<file path="config.mk">
export PLATFORM = sky130hd
export DESIGN_NAME = pc_sequencer
export DESIGN_NICKNAME = d
export VERILOG_FILES = /design/src/rtl/pc_seq_pkg.sv /design/src/rtl/jump_target_fmt.sv /design/src/rtl/pc_sequencer.sv
export SDC_FILE = /design/constraint.sdc
export NUM_CORES = 1
export LEC_CHECK = 0
export CAP_MARGIN = 0
export CORE_MARGIN = 5
export CORE_UTILIZATION = 43
export CTS_CLUSTER_SIZE = 16
export DETAILED_ROUTE_END_ITERATION = 10
export HOLD_SLACK_MARGIN = 0.1
export PLACE_DENSITY = 0.78
export REMOVE_ABC_BUFFERS = 1
export SYNTH_ARGS = -nofsm -noshare
export SYNTH_HDL_FRONTEND = slang
export SYNTH_HIERARCHICAL = 1
export SYNTH_SLANG_ARGS = --single-unit
</file>
<file path="constraint.sdc">
create_clock -name clk -period 3.35 [get_ports clk]
set_input_delay 0.5025 -clock clk [delete_from_list [all_inputs] [get_ports clk]]
set_output_delay 0.5025 -clock clk [all_outputs]
set_load 0.1 [all_outputs]
</file>
<file path="src/rtl/pc_seq_pkg.sv">
// Shared types and constants for the fetch sequencer.
package pc_seq_pkg;
  typedef enum logic [1:0] {BOOT, REQ, HOLD} state_e;
  typedef enum logic [1:0] {SEL_SEQ, SEL_BR, SEL_JMP, SEL_JR} sel_e;
  localparam logic [31:0] PC_INC = 32'd4;
endpackage

</file>
<file path="src/rtl/jump_target_fmt.sv">
// Jump-address concatenation: keep the 256MB region of pc+4, splice in the word index.
module jump_target_fmt (
  input  logic [31:0] pc4,
  input  logic [25:0] jmp_target,
  output logic [31:0] target
);
  assign target = {pc4[31:28], jmp_target, 2'b00};
endmodule

</file>
<file path="src/rtl/pc_sequencer.sv">
// Single-outstanding fetch controller: owns the PC, holds the fetched word for decode,
// and forms the next PC from sequential/branch/jump/jump-register sources.
module pc_sequencer
  import pc_seq_pkg::*;
#(
  parameter logic [31:0] RESET_PC = 32'h0000_0000
) (
  input  logic        clk,
  input  logic        rst_n,
  output logic        imem_req,
  output logic [31:0] imem_addr,
  input  logic        imem_ack,
  input  logic [31:0] imem_rdata,
  output logic        instr_valid,
  output logic [31:0] instr,
  output logic [31:0] instr_pc,
  input  logic        instr_ready,
  input  logic        br_taken,
  input  logic [15:0] br_offset,
  input  logic        jmp_valid,
  input  logic [25:0] jmp_target,
  input  logic        jr_valid,
  input  logic [31:0] jr_addr,
  output logic        misalign
);
  state_e      state_q, state_d;
  logic [31:0] pc_q, pc_d;
  logic [31:0] instr_q, instr_d;
  logic [31:0] instr_pc_q, instr_pc_d;
  logic        misalign_q, misalign_d;

  logic [31:0] pc4, br_tgt, jmp_tgt, next_pc;
  sel_e        sel;

  assign pc4    = pc_q + PC_INC;
  assign br_tgt = pc4 + {{14{br_offset[15]}}, br_offset, 2'b00};

  jump_target_fmt u_jfmt (
    .pc4        (pc4),
    .jmp_target (jmp_target),
    .target     (jmp_tgt)
  );

  // Fixed priority: jr > jmp > br > sequential.
  always_comb begin
    sel = SEL_SEQ;
    if (jr_valid)       sel = SEL_JR;
    else if (jmp_valid) sel = SEL_JMP;
    else if (br_taken)  sel = SEL_BR;
  end

  always_comb begin
    next_pc = pc4;
    case (sel)
      SEL_JR:  next_pc = {jr_addr[31:2], 2'b00};
      SEL_JMP: next_pc = jmp_tgt;
      SEL_BR:  next_pc = br_tgt;
      default: next_pc = pc4;
    endcase
  end

  always_comb begin
    state_d    = state_q;
    pc_d       = pc_q;
    instr_d    = instr_q;
    instr_pc_d = instr_pc_q;
    misalign_d = 1'b0;
    case (state_q)
      BOOT: state_d = REQ;
      REQ: if (imem_ack) begin
        instr_d    = imem_rdata;
        instr_pc_d = pc_q;
        state_d    = HOLD;
      end
      HOLD: if (instr_ready) begin
        pc_d       = next_pc;
        misalign_d = (sel == SEL_JR) && (jr_addr[1:0] != 2'b00);
        state_d    = REQ;
      end
      default: state_d = BOOT;
    endcase
  end

  always_ff @(posedge clk or negedge rst_n) begin
    if (!rst_n) begin
      state_q    <= BOOT;
      pc_q       <= RESET_PC;
      instr_q    <= '0;
      instr_pc_q <= '0;
      misalign_q <= 1'b0;
    end else begin
      state_q    <= state_d;
      pc_q       <= pc_d;
      instr_q    <= instr_d;
      instr_pc_q <= instr_pc_d;
      misalign_q <= misalign_d;
    end
  end

  assign imem_req    = (state_q == REQ);
  assign imem_addr   = pc_q;
  assign instr_valid = (state_q == HOLD);
  assign instr       = instr_q;
  assign instr_pc    = instr_pc_q;
  assign misalign    = misalign_q;
endmodule

</file>
# Yosys cells after proc, flatten, opt, wreduce, memory -nomap -nowiden
# Index checks and enable logic that the tools add are counted.
[totals]
reg_bits = 99
[classes]
addsub = 2
eq_ne = 7
mux = 9
n_reduce_logical = 6
[op_table]
columns = ["operator", "count"]
rows = [
  ["$pmux W32 S3", 1],
  ["$add A32 B3 Y32 const B", 1],
  ["$add A32 B32 Y32", 1],
  ["$mux W2", 4],
  ["$eq A2 B2 Y1 const B", 3],
  ["$pmux W2 S3", 1],
  ["$reduce_and A2 Y1", 3],
  ["$eq A2 B1 Y1 const B", 2],
  ["$ne A2 B1 Y1 const B", 2],
  ["$mux W1", 3],
  ["$logic_not A2 Y1", 1],
  ["$reduce_bool A2 Y1", 1],
  ["$logic_and A1 B1 Y1", 1],
]

# Longest topological paths before layout
# Gate-level depths: netlist (run 1).
[depth]
depth_word = 7
mapped_depth = 18
mapped_depth_nobuf = 17

# Hierarchy
# Netlist (run 1), hierarchy kept.
[by_module_without_submodules]
columns = ["module", "n_inst", "cells_per_inst", "area_each_um2", "seq_area_each_um2"]
rows = [
  ["pc_sequencer", 1, 697, 6617.6, 2477.4],
  ["jump_target_fmt", 1, 33, 244.0, 0.0],
]

# Worst setup path before layout (run 1)
# OpenSTA, ideal clock, no wires.
[synth_timing]
path_type = "reg2reg"
start = "register pc_q[4] (netlist: imem_addr[4])"
end = "register pc_q[29] (netlist: imem_addr[29])"
arrival_time_ns = 4.155
required_time_ns = 3.212
setup_slack_ns = -0.944
path_stages_with_launch = 18
period_less_slack_ns = 4.294
cell_sequence = "dfrtp_1 buf_2 nand4_2 nor3_2 and4_1 nand3_1 xnor2_1 ha_1 buf_2 nand4_1 o41ai_1 a211oi_1 and2_1 a21o_1 and3b_1 a21oi_2 xnor2_1 o22ai_1"
[synth_via]
elab_chain_cells = 3
[synth_rtl]
columns = ["item", "line_no", "source"]
rows = [
  ["start: declaration", "pc_sequencer.sv:27", "logic [31:0] pc_q, pc_d;"],
  ["start signal: assignment", "pc_sequencer.sv:93", "pc_q <= pc_d;"],
  ["$add A32 B3 Y32", "pc_sequencer.sv:35", "assign pc4 = pc_q + PC_INC;"],
  ["via pc4[18]", "pc_sequencer.sv:32", "logic [31:0] pc4, br_tgt, jmp_tgt, next_pc;"],
  ["$add A32 B32 Y32", "pc_sequencer.sv:36", "assign br_tgt = pc4 + {{14{br_offset[15]}}, br_offset, 2'b00};"],
  ["$pmux W32 S3", "pc_sequencer.sv:54", "case (sel)"],
]
# The timed path passes the listed nets, and every way through them passes these cells.
# A chain may end at the register's enable or synchronous reset.

# Final worst setup path (run 1)
[layout_timing]
start = "register pc_q[5] (netlist: imem_addr[5])"
end = "register pc_q[31] (netlist: imem_addr[31])"
# The elaborated chain is that of the path after synthesis.

==> results of run 1 <==
[registers in the layout, summed over array words and instances (netlist names)]
| register | flops |
|---|---|
| imem_addr | 32 |
| instr | 32 |
| instr_pc | 32 |
| state_q | 2 |
| misalign | 1 |
[per-layer routing]
| metal | global-route usage (%) | routed length, um |
|---|---|---|
| met5 | 0 | 0 |
| met4 | 10.1 | 930 |
| met3 | 3.33 | 2330 |
| met2 | 39.5 | 11700 |
| met1 | 32.3 | 9610 |
[worst max-delay path: stages (launching register included)]
cell      delay, ns
dfrtp_1        0.41
nand4_4        0.17
or3_4          0.48
nor2_8         0.14
nand3_4        0.09
buf_4          0.16
nor2_4         0.09
xor2_2         0.20
ha_2           0.22
a21o_1         0.11
a21oi_1        0.07
a21boi_1       0.21
nand3_1        0.12
a21o_1         0.19
a31oi_1        0.19
a21oi_1        0.10
xnor2_1        0.25
o22ai_1        0.10
[cell families after synthesis]
family,Yosys count
multiplexers,64
AND/OR/NAND/NOR,199
other,1
buffers and inverters,82
flip-flops,99
XOR/XNOR,53
AO/OA/AOI/OAI,197
adder cells (fa/ha/maj),35
[metrics by stage]
stage	hold slack (ns)	worst slack (ns)
6_report	0.181	-0.103
5_1_grt	0.241	-0.348
4_1_cts	0.218	-0.0686
3_5_place_dp	0.474	-0.173
3_3_place_gp	0.463	-0.167
2_1_floorplan	0.207	-0.907
[Yosys cell counts (6+ instances only)]
| library cell | n |
|---|---|
| mux2_2 | 62 |
| a211oi_1 | 15 |
| buf_4 | 34 |
| nand4_1 | 6 |
| nand2_1 | 57 |
| a21o_1 | 15 |
| nor2_1 | 57 |
| nor3_1 | 9 |
| ha_1 | 34 |
| o21ai_0 | 26 |
| and3_1 | 12 |
| clkbuf_1 | 27 |
| o21a_1 | 8 |
| inv_1 | 12 |
| nand3_1 | 21 |
| o22ai_1 | 16 |
| xor2_1 | 20 |
| dfrtp_1 | 99 |
| a21oi_1 | 62 |
| a31oi_1 | 11 |
| xnor2_1 | 30 |
[timing repair]
item | CTS | global route
pin swaps | 29 | 45
setup buffers | 5 | 15
resized for setup | 21 | 65
endpoints found under the setup margin | 9 | 18
[final cells by class]
class,instances,share of cell area (%)
Multi-Input combinational cell,550,42.7
Sequential cell,99,23.9
Timing Repair Buffer,316,27.3
Antenna cell,2,0.0483
Tap cell,216,2.61
Inverter,13,0.495
Clock inverter,5,0.579
Clock buffer,11,2.34
[worst paths after layout]
check | slack [ns] | to
setup / recovery | -0.10 | imem_addr[31]
hold / removal | 0.18 | instr_pc[7]
setup reg to reg | -0.10 | imem_addr[31]
max in group asynchronous | 2.34 | instr_pc[24]
min in group clk | 0.49 | instr_pc[2]
hold reg to reg | 0.49 | instr_pc[2]
==> out/metrics.csv, run 1 <==
metric;value;unit
Detail Route Antenna Nets;0;
H-tree levels;3;
Synth Area in Compound Gates;18.5;%
Rows;46;
Post-synth EDFFs;0;
final cycle utilization of the critical path;103;%
Syn Std Cell Area;6860;um2
CTS Buf Count;9;
Critical path origin;imem_addr[5];
Die Span Y;136;um
register area share after synthesis;36.1;%
gpl congestion;0.979;
WL/cell;20.3;um
Final Hold Fails;0;
ys async rst share;100;%
drt first pass iters;6;
Post-DP Area;9410;um2
maximum buffer depth of the clock tree;2;
Tmin final;3.45;ns
largest net degree at the start of global routing;54;
Ports;212;
placed cell count;1174;
relative slew slack;31.5;%
final instance area;10400;um2
die area;18600;um2
vias in the first global route;6679;
CORE AREA;15800;um2
Layout area overhead;51.1;%
clk_skew;0.0121;ns
commonest cells after routing, fill and taps aside;clkdlybuf4s50_1, buf_4, dfrtp_1;
CP arrival;3.66;ns
status;finished with violations;
Synth area leaders;dfrtp_1, mux2_2, ha_1;
Die X;136;um
FMAX;0.290;GHz
Post-Syn Area per Cell;9.40;um2
largest family of logic cells by synthesized area;compound AO/OA/AOI/OAI gates;
mux cell area share after synthesis;10.5;%
first-pass GRT wire length;35200;um
area taken by multi-input logic gates;4430;um2
fin util;65.8;%
failing checks;negative setup slack;
Slew @ Worst Pin;1.02;ns
Yosys top cell by area;dfrtp_1;
Final Setup Violations;9;
FF/Latch Area;2480;um2
port bufs;211;
post-synthesis register bit count;99;
routed vias/inst;5.75;
worst-path fanout max;5;
Hold WC Path Type;in2async;
# fillers;1242;
max-slew violation count;0;
gate count of the mapped netlist;730;
final setup TNS;-0.454;ns
unrepaired setup endpoints after global routing;yes;
CTS Root Cell;clkbuf_16;
worst skew pair latency;0.35;ns
Post-Layout Cell Count;1212;
Crit Path Class;reg2reg;
critical path endpoint category;flop;
DRT Wirelength;24600;um
hpwl dp;17700;um
Startpoint Class;flop;
Post-CTS Hold Fix Bufs;0;
Max-Cap Viols;0;
post-synth cell types;75;
layout net count;1137;
routed via count;6974;
ys flop type;dfrtp_1;
worst r2r src;imem_addr[5];
layout cells sized above 1;29.8;%
post-synth top area share;36.1;%
clock sinks;99;
FF-to-FF path depth;17;
DRC errors left;0;
CP Data Required Time;3.55;ns
Synth Warn #;6;
Worst-path clk slew;0.08;ns
commonest non-fill, non-tap cell in the layout;clkdlybuf4s50_1;
total gr overflow;0;
antenna violations before repair;2;
XOR/XNOR Fraction of Synth Area;7.09;%
initial DRC count;724;
Starting Density;43.5;%
CTS tree;done;
simple-gate portion of the synthesized area;14.9;%
Post-Synth Adder-Cell Area;6.49;%
post-route setup slack;-0.103;ns
gr usage total;24.2;%
Power of run 1 is left out: the tool's default activity adds up to more than one toggle a clock period on the data nets, which glitch-free logic cannot reach.
==> run 2, diff against run 1 <==
--- a/config.mk
+++ b/config.mk
@@ -6,12 +6,13 @@
 export NUM_CORES = 1
 export LEC_CHECK = 0
 export CAP_MARGIN = 0
+export CORE_ASPECT_RATIO = 2
 export CORE_MARGIN = 5
 export CORE_UTILIZATION = 43
 export CTS_CLUSTER_SIZE = 16
 export DETAILED_ROUTE_END_ITERATION = 10
 export HOLD_SLACK_MARGIN = 0.1
-export PLACE_DENSITY = 0.78
+export PLACE_DENSITY_LB_ADDON = 0.1
 export REMOVE_ABC_BUFFERS = 1
 export SYNTH_ARGS = -nofsm -noshare
 export SYNTH_HDL_FRONTEND = slang
==> run 2 against run 1 <==
Against the previous run: the flow still finishes with violations (negative setup slack); cell count up 2.7%; wire length up 11%; largest cell class unchanged; critical path type unchanged; highest routed layer unchanged; via count up 1.1%; sequential cell count unchanged.
==> out/metrics.csv, run 2 (synthesized netlist as in run 1, its figures left out) <==
metric;value;unit
Worst Path Buf+Inv;1;
Final Hold Fails;0;
Tmin final;3.41;ns
Layout area overhead;52.4;%
antenna violations before repair;0;
CP endpoint;imem_addr[27];
Die Span Y;189;um
routed vias/inst;5.66;
routed via count;7049;
H-tree levels;3;
WL/cell;21.9;um
failing checks;negative setup slack;
Crit path depth;15;
hpwl dp;21400;um
DRC errors left;0;
critical-path cell list;nand3_4 > or3_4 > buf_6 > nor3_4 > xor2_1 > ha_1 > nand2_2 > o41ai_2 > a211oi_2 > and2_1 > a21o_1 > and3b_2 > xnor2_2 > nand2_1 > a31oi_1;
unrepaired setup endpoints after global routing;yes;
R2R setup slack;-0.06;ns
Post-CTS Hold Fix Bufs;0;
Worst-path clk slew;0.08;ns
FMAX;0.293;GHz
Post-Layout Cell Count;1245;
drt first pass iters;5;
die area;18700;um2
Slew @ Worst Pin;1.02;ns
top sig layer;met4;
status;finished with violations;
relative slew slack;31.8;%
clk_skew;0.0110;ns
max-slew violation count;0;
Hold WC Path Type;in2async;
CP top delay family;simple AND/OR/NAND/NOR gates;
n_diodes;0;
Startpoint Class;flop;
CP Data Required Time;3.64;ns
Ports;212;
worst r2r src;imem_addr[10];
first-pass GRT wire length;41300;um
maximum buffer depth of the clock tree;2;
gr usage total;28.9;%
Starting Density;43.5;%
port bufs;211;
M1 wire length;8860;um
layout net count;1187;
CTS Root Cell;clkbuf_16;
Detail Route Antenna Nets;0;
Final Setup Violations;5;
largest net degree at the start of global routing;57;
worst-path fanout max;4;
Max-Cap Viols;0;
reg-to-reg critical path endpoint;imem_addr[27];
metal2 WL;14700;um
critical path endpoint category;flop;
Critical path origin;imem_addr[10];
Rows;65;
layout cells sized above 1;30.8;%
CORE AREA;15800;um2
initial DRC count;369;
FF-to-FF path depth;15;
placed cell count;1203;
Crit Path Class;reg2reg;
CTS tree;done;
final cycle utilization of the critical path;102;%
Slowest Stage Delay on Critical Path;0.45;ns
CTS Buf Count;9;
Die X;99.3;um
CP arrival;3.70;ns
gpl congestion;0.946;
vias in the first global route;7552;
commonest non-fill, non-tap cell in the layout;buf_4;
slowest CP cell;or3_4;
DRT Wirelength;27200;um
worst skew pair latency;0.36;ns
DR WL met3;1410;um
clock sinks;99;
post-route setup slack;-0.0605;ns
total gr overflow;0;
commonest cells after routing, fill and taps aside;buf_4, clkdlybuf4s50_1, dfrtp_1;
==> run 2: cell types whose count changed in the layout (fill, tap and decap cells not counted), sizes merged <==
| cell | delta |
|---|---|
| buf | +53 |
| diode | -2 |
| inv | +1 |
| clkbuf | -2 |
| bufinv | -1 |
| clkinv | +2 |
| clkdlybuf4s50 | -3 |
==> run 2: timing repair <==
action / 4_1_cts / 5_1_grt
gates resized for setup: 36 / 11
buffers inserted: 22 / 4
endpoints found under the setup margin: 10 / 16
pin swaps: 29 / 13
==> run 2: stage by stage <==
step           setup WS [ns]  TNS, ns  util (%)  area (um2)  hold slack, ns
6_report             -0.0605   -0.231      66.3       10500           0.199
3_5_place_dp          -0.259    -1.20      61.8        9750           0.491
5_1_grt               -0.272    -2.34      66.3       10500           0.258
3_3_place_gp          -0.231   -0.830      61.8        9750           0.471
4_1_cts              -0.0132  -0.0218      65.8       10400           0.225
2_1_floorplan         -0.907   -10.39         -        6470           0.207
==> run 2: layout make-up <==
cell class | instances | area [um2]
clock buffer | 9 | 225
clock inverter | 7 | 72.6
fill | 1328 | 5320
inverter | 13 | 48.8
multi-input combinational | 550 | 4140
sequential | 99 | 2480
tap | 201 | 251
timing repair buffer | 366 | 3240
==> run 2: layer usage <==
| layer | up-vias | track usage, % |
|---|---|---|
| li1 | 3237 | - |
| met1 | 3411 | 27.7 |
| met2 | 300 | 53.4 |
| met3 | 101 | 4.37 |
| met4 | 0 | 22.0 |
| met5 | - | 0 |
==> run 2: how the worst min path moves through the flow <==
stage	to	slack [ns]	depth (start not counted)
final	instr[30]	0.20	1
after global routing	instr[4]	0.26	1
after CTS	imem_addr[16]	0.22	1
after detailed placement	instr_pc[16]	0.49	2
after global placement	state_q[0]	0.47	1
after floorplan	imem_addr[0]	0.21	0
Power of run 2 is left out for the same reason.
==> run 3, diff against run 2 <==
--- a/config.mk
+++ b/config.mk
@@ -12,7 +12,7 @@
 export CTS_CLUSTER_SIZE = 16
 export DETAILED_ROUTE_END_ITERATION = 10
 export HOLD_SLACK_MARGIN = 0.1
-export PLACE_DENSITY_LB_ADDON = 0.1
+export PLACE_DENSITY = 0.75
 export REMOVE_ABC_BUFFERS = 1
 export SYNTH_ARGS = -nofsm -noshare
 export SYNTH_HDL_FRONTEND = slang
==> run 3 against run 2 <==
Against the previous run: non-clock buffer count decreased by 45; core utilization decreased by 1.9 points; design area decreased by 2.9%; wire length decreased by 5.0%; register-to-register slack got worse by 0.02 ns; the flow still finishes with violations (negative setup slack).
==> out/metrics.csv, run 3 (synthesized netlist as in run 1, its figures left out) <==
metric;value;unit
max-slew violation count;0;
final cycle utilization of the critical path;102;%
Worst Path Buf+Inv;2;
post-route setup slack;-0.0768;ns
FMAX;0.292;GHz
gpl congestion;1.01;
die area;18700;um2
WL/cell;21.6;um
antenna violations before repair;0;
layout cells sized above 1;28.2;%
CP top delay family;simple AND/OR/NAND/NOR gates;
Detail Route Antenna Nets;0;
largest net degree at the start of global routing;52;
n_diodes;0;
total gr overflow;0;
DRT Wirelength;25900;um
Post-Layout Cell Count;1200;
gr usage total;27.1;%
Starting Density;43.5;%
Slowest Stage Delay on Critical Path;0.47;ns
commonest non-fill, non-tap cell in the layout;clkdlybuf4s50_1;
final setup TNS;-0.223;ns
worst skew pair latency;0.36;ns
initial DRC count;303;
critical path endpoint category;flop;
Post-DP Area;9520;um2
Ports;212;
CORE AREA;15800;um2
final instance area;10200;um2
H-tree levels;3;
# fillers;1362;
CP Data Required Time;3.64;ns
failing checks;negative setup slack;
Startpoint Class;flop;
port bufs;211;
DRC errors left;0;
Worst-path clk slew;0.08;ns
post-placement setup slack;-0.159;ns
clk_skew;0.0108;ns
CTS tree;done;
first-pass GRT wire length;38900;um
layout net count;1142;
maximum buffer depth of the clock tree;2;
Tmin final;3.43;ns
status;finished with violations;
routed via count;6817;
Rows;65;
Final Hold Fails;0;
Hold WC Path Type;in2async;
CTS Root Cell;clkbuf_16;
CP arrival;3.71;ns
Final Setup Violations;6;
slowest CP cell;or3_4;
placed cell count;1174;
worst-path fanout max;5;
Crit Path Class;reg2reg;
Die X;99.3;um
Slew @ Worst Pin;1.05;ns
routed vias/inst;5.68;
unrepaired setup endpoints after global routing;yes;
relative slew slack;29.8;%
Layout area overhead;48.0;%
clock sinks;99;
Die Span Y;189;um
commonest cells after routing, fill and taps aside;clkdlybuf4s50_1, buf_4, dfrtp_1;
CTS Buf Count;9;
Max-Cap Viols;0;
drt first pass iters;5;
hpwl dp;20200;um
vias in the first global route;7087;
critical-path cell list;nand4_4 > or3_4 > nor2_8 > nand3_4 > nor2_4 > buf_4 > nand2_1 > xnor2_2 > ha_1 > nor2b_2 > nand3_1 > o21ai_4 > buf_4 > xor2_1 > nand2_1 > a31oi_1;
-- run 3: cell types whose count changed in the layout (fill, tap and decap cells not counted), sizes merged --
| cell | before | now |
|---|---|---|
| buf | 191 | 149 |
| clkdlybuf4s50 | 175 | 172 |
| bufinv | 0 | 1 |
| clkinvlp | 1 | 0 |
-- run 3: metrics by stage --
| step | hold slack (ns) | utilization [%] |
|---|---|---|
| after CTS | 0.218 | 63.1 |
| after global placement | 0.463 | 60.3 |
| final | 0.199 | 64.4 |
| after detailed placement | 0.473 | 60.3 |
| after global routing | 0.253 | 64.4 |
| after floorplan | 0.207 | - |
-- run 3: per-layer routing --
| metal | up-vias | track usage (%) | part of all wire, % |
|---|---|---|---|
| met5 | - | 0 | 0 |
| met1 | 3230 | 27.5 | 33 |
| met2 | 323 | 48.0 | 52 |
| met4 | 0 | 21.0 | 8.5 |
| li1 | 3147 | - | - |
| met3 | 117 | 4.56 | 6.6 |
-- run 3: layout make-up --
cell class	instances	area, um2	share of cell area [%]
repair buffers	321	2870	28.2
clock inverters	7	83.8	0.826
clock buffers	9	225	2.22
well taps	201	251	2.48
multi-input cells	550	4200	41.3
flip-flops and latches	99	2480	24.4
inverters	13	51.3	0.505
-- run 3: path summary, 6_finish.rpt --
path | slack, ns | depth (start not counted) | start | to
max in group asynchronous | 2.46 | 2 | rst_n | instr_pc[21]
worst max register to register | -0.08 | 16 | imem_addr[5] | imem_addr[26]
worst min register to register | 0.48 | 1 | state_q[1] | state_q[0]
worst min-delay path | 0.20 | 1 | rst_n | instr[15]
worst max-delay path | -0.08 | 16 | imem_addr[5] | imem_addr[26]
min in group clk | 0.48 | 1 | state_q[1] | state_q[0]
-- run 3: repair_timing --
action                                  4_1_cts  5_1_grt
gates resized for setup                      13       37
endpoints found under the setup margin        9       16
buffers inserted                              7        4
hold buffers                                  0        0
pin swaps                                    12       31
Power of run 3 is left out for the same reason.
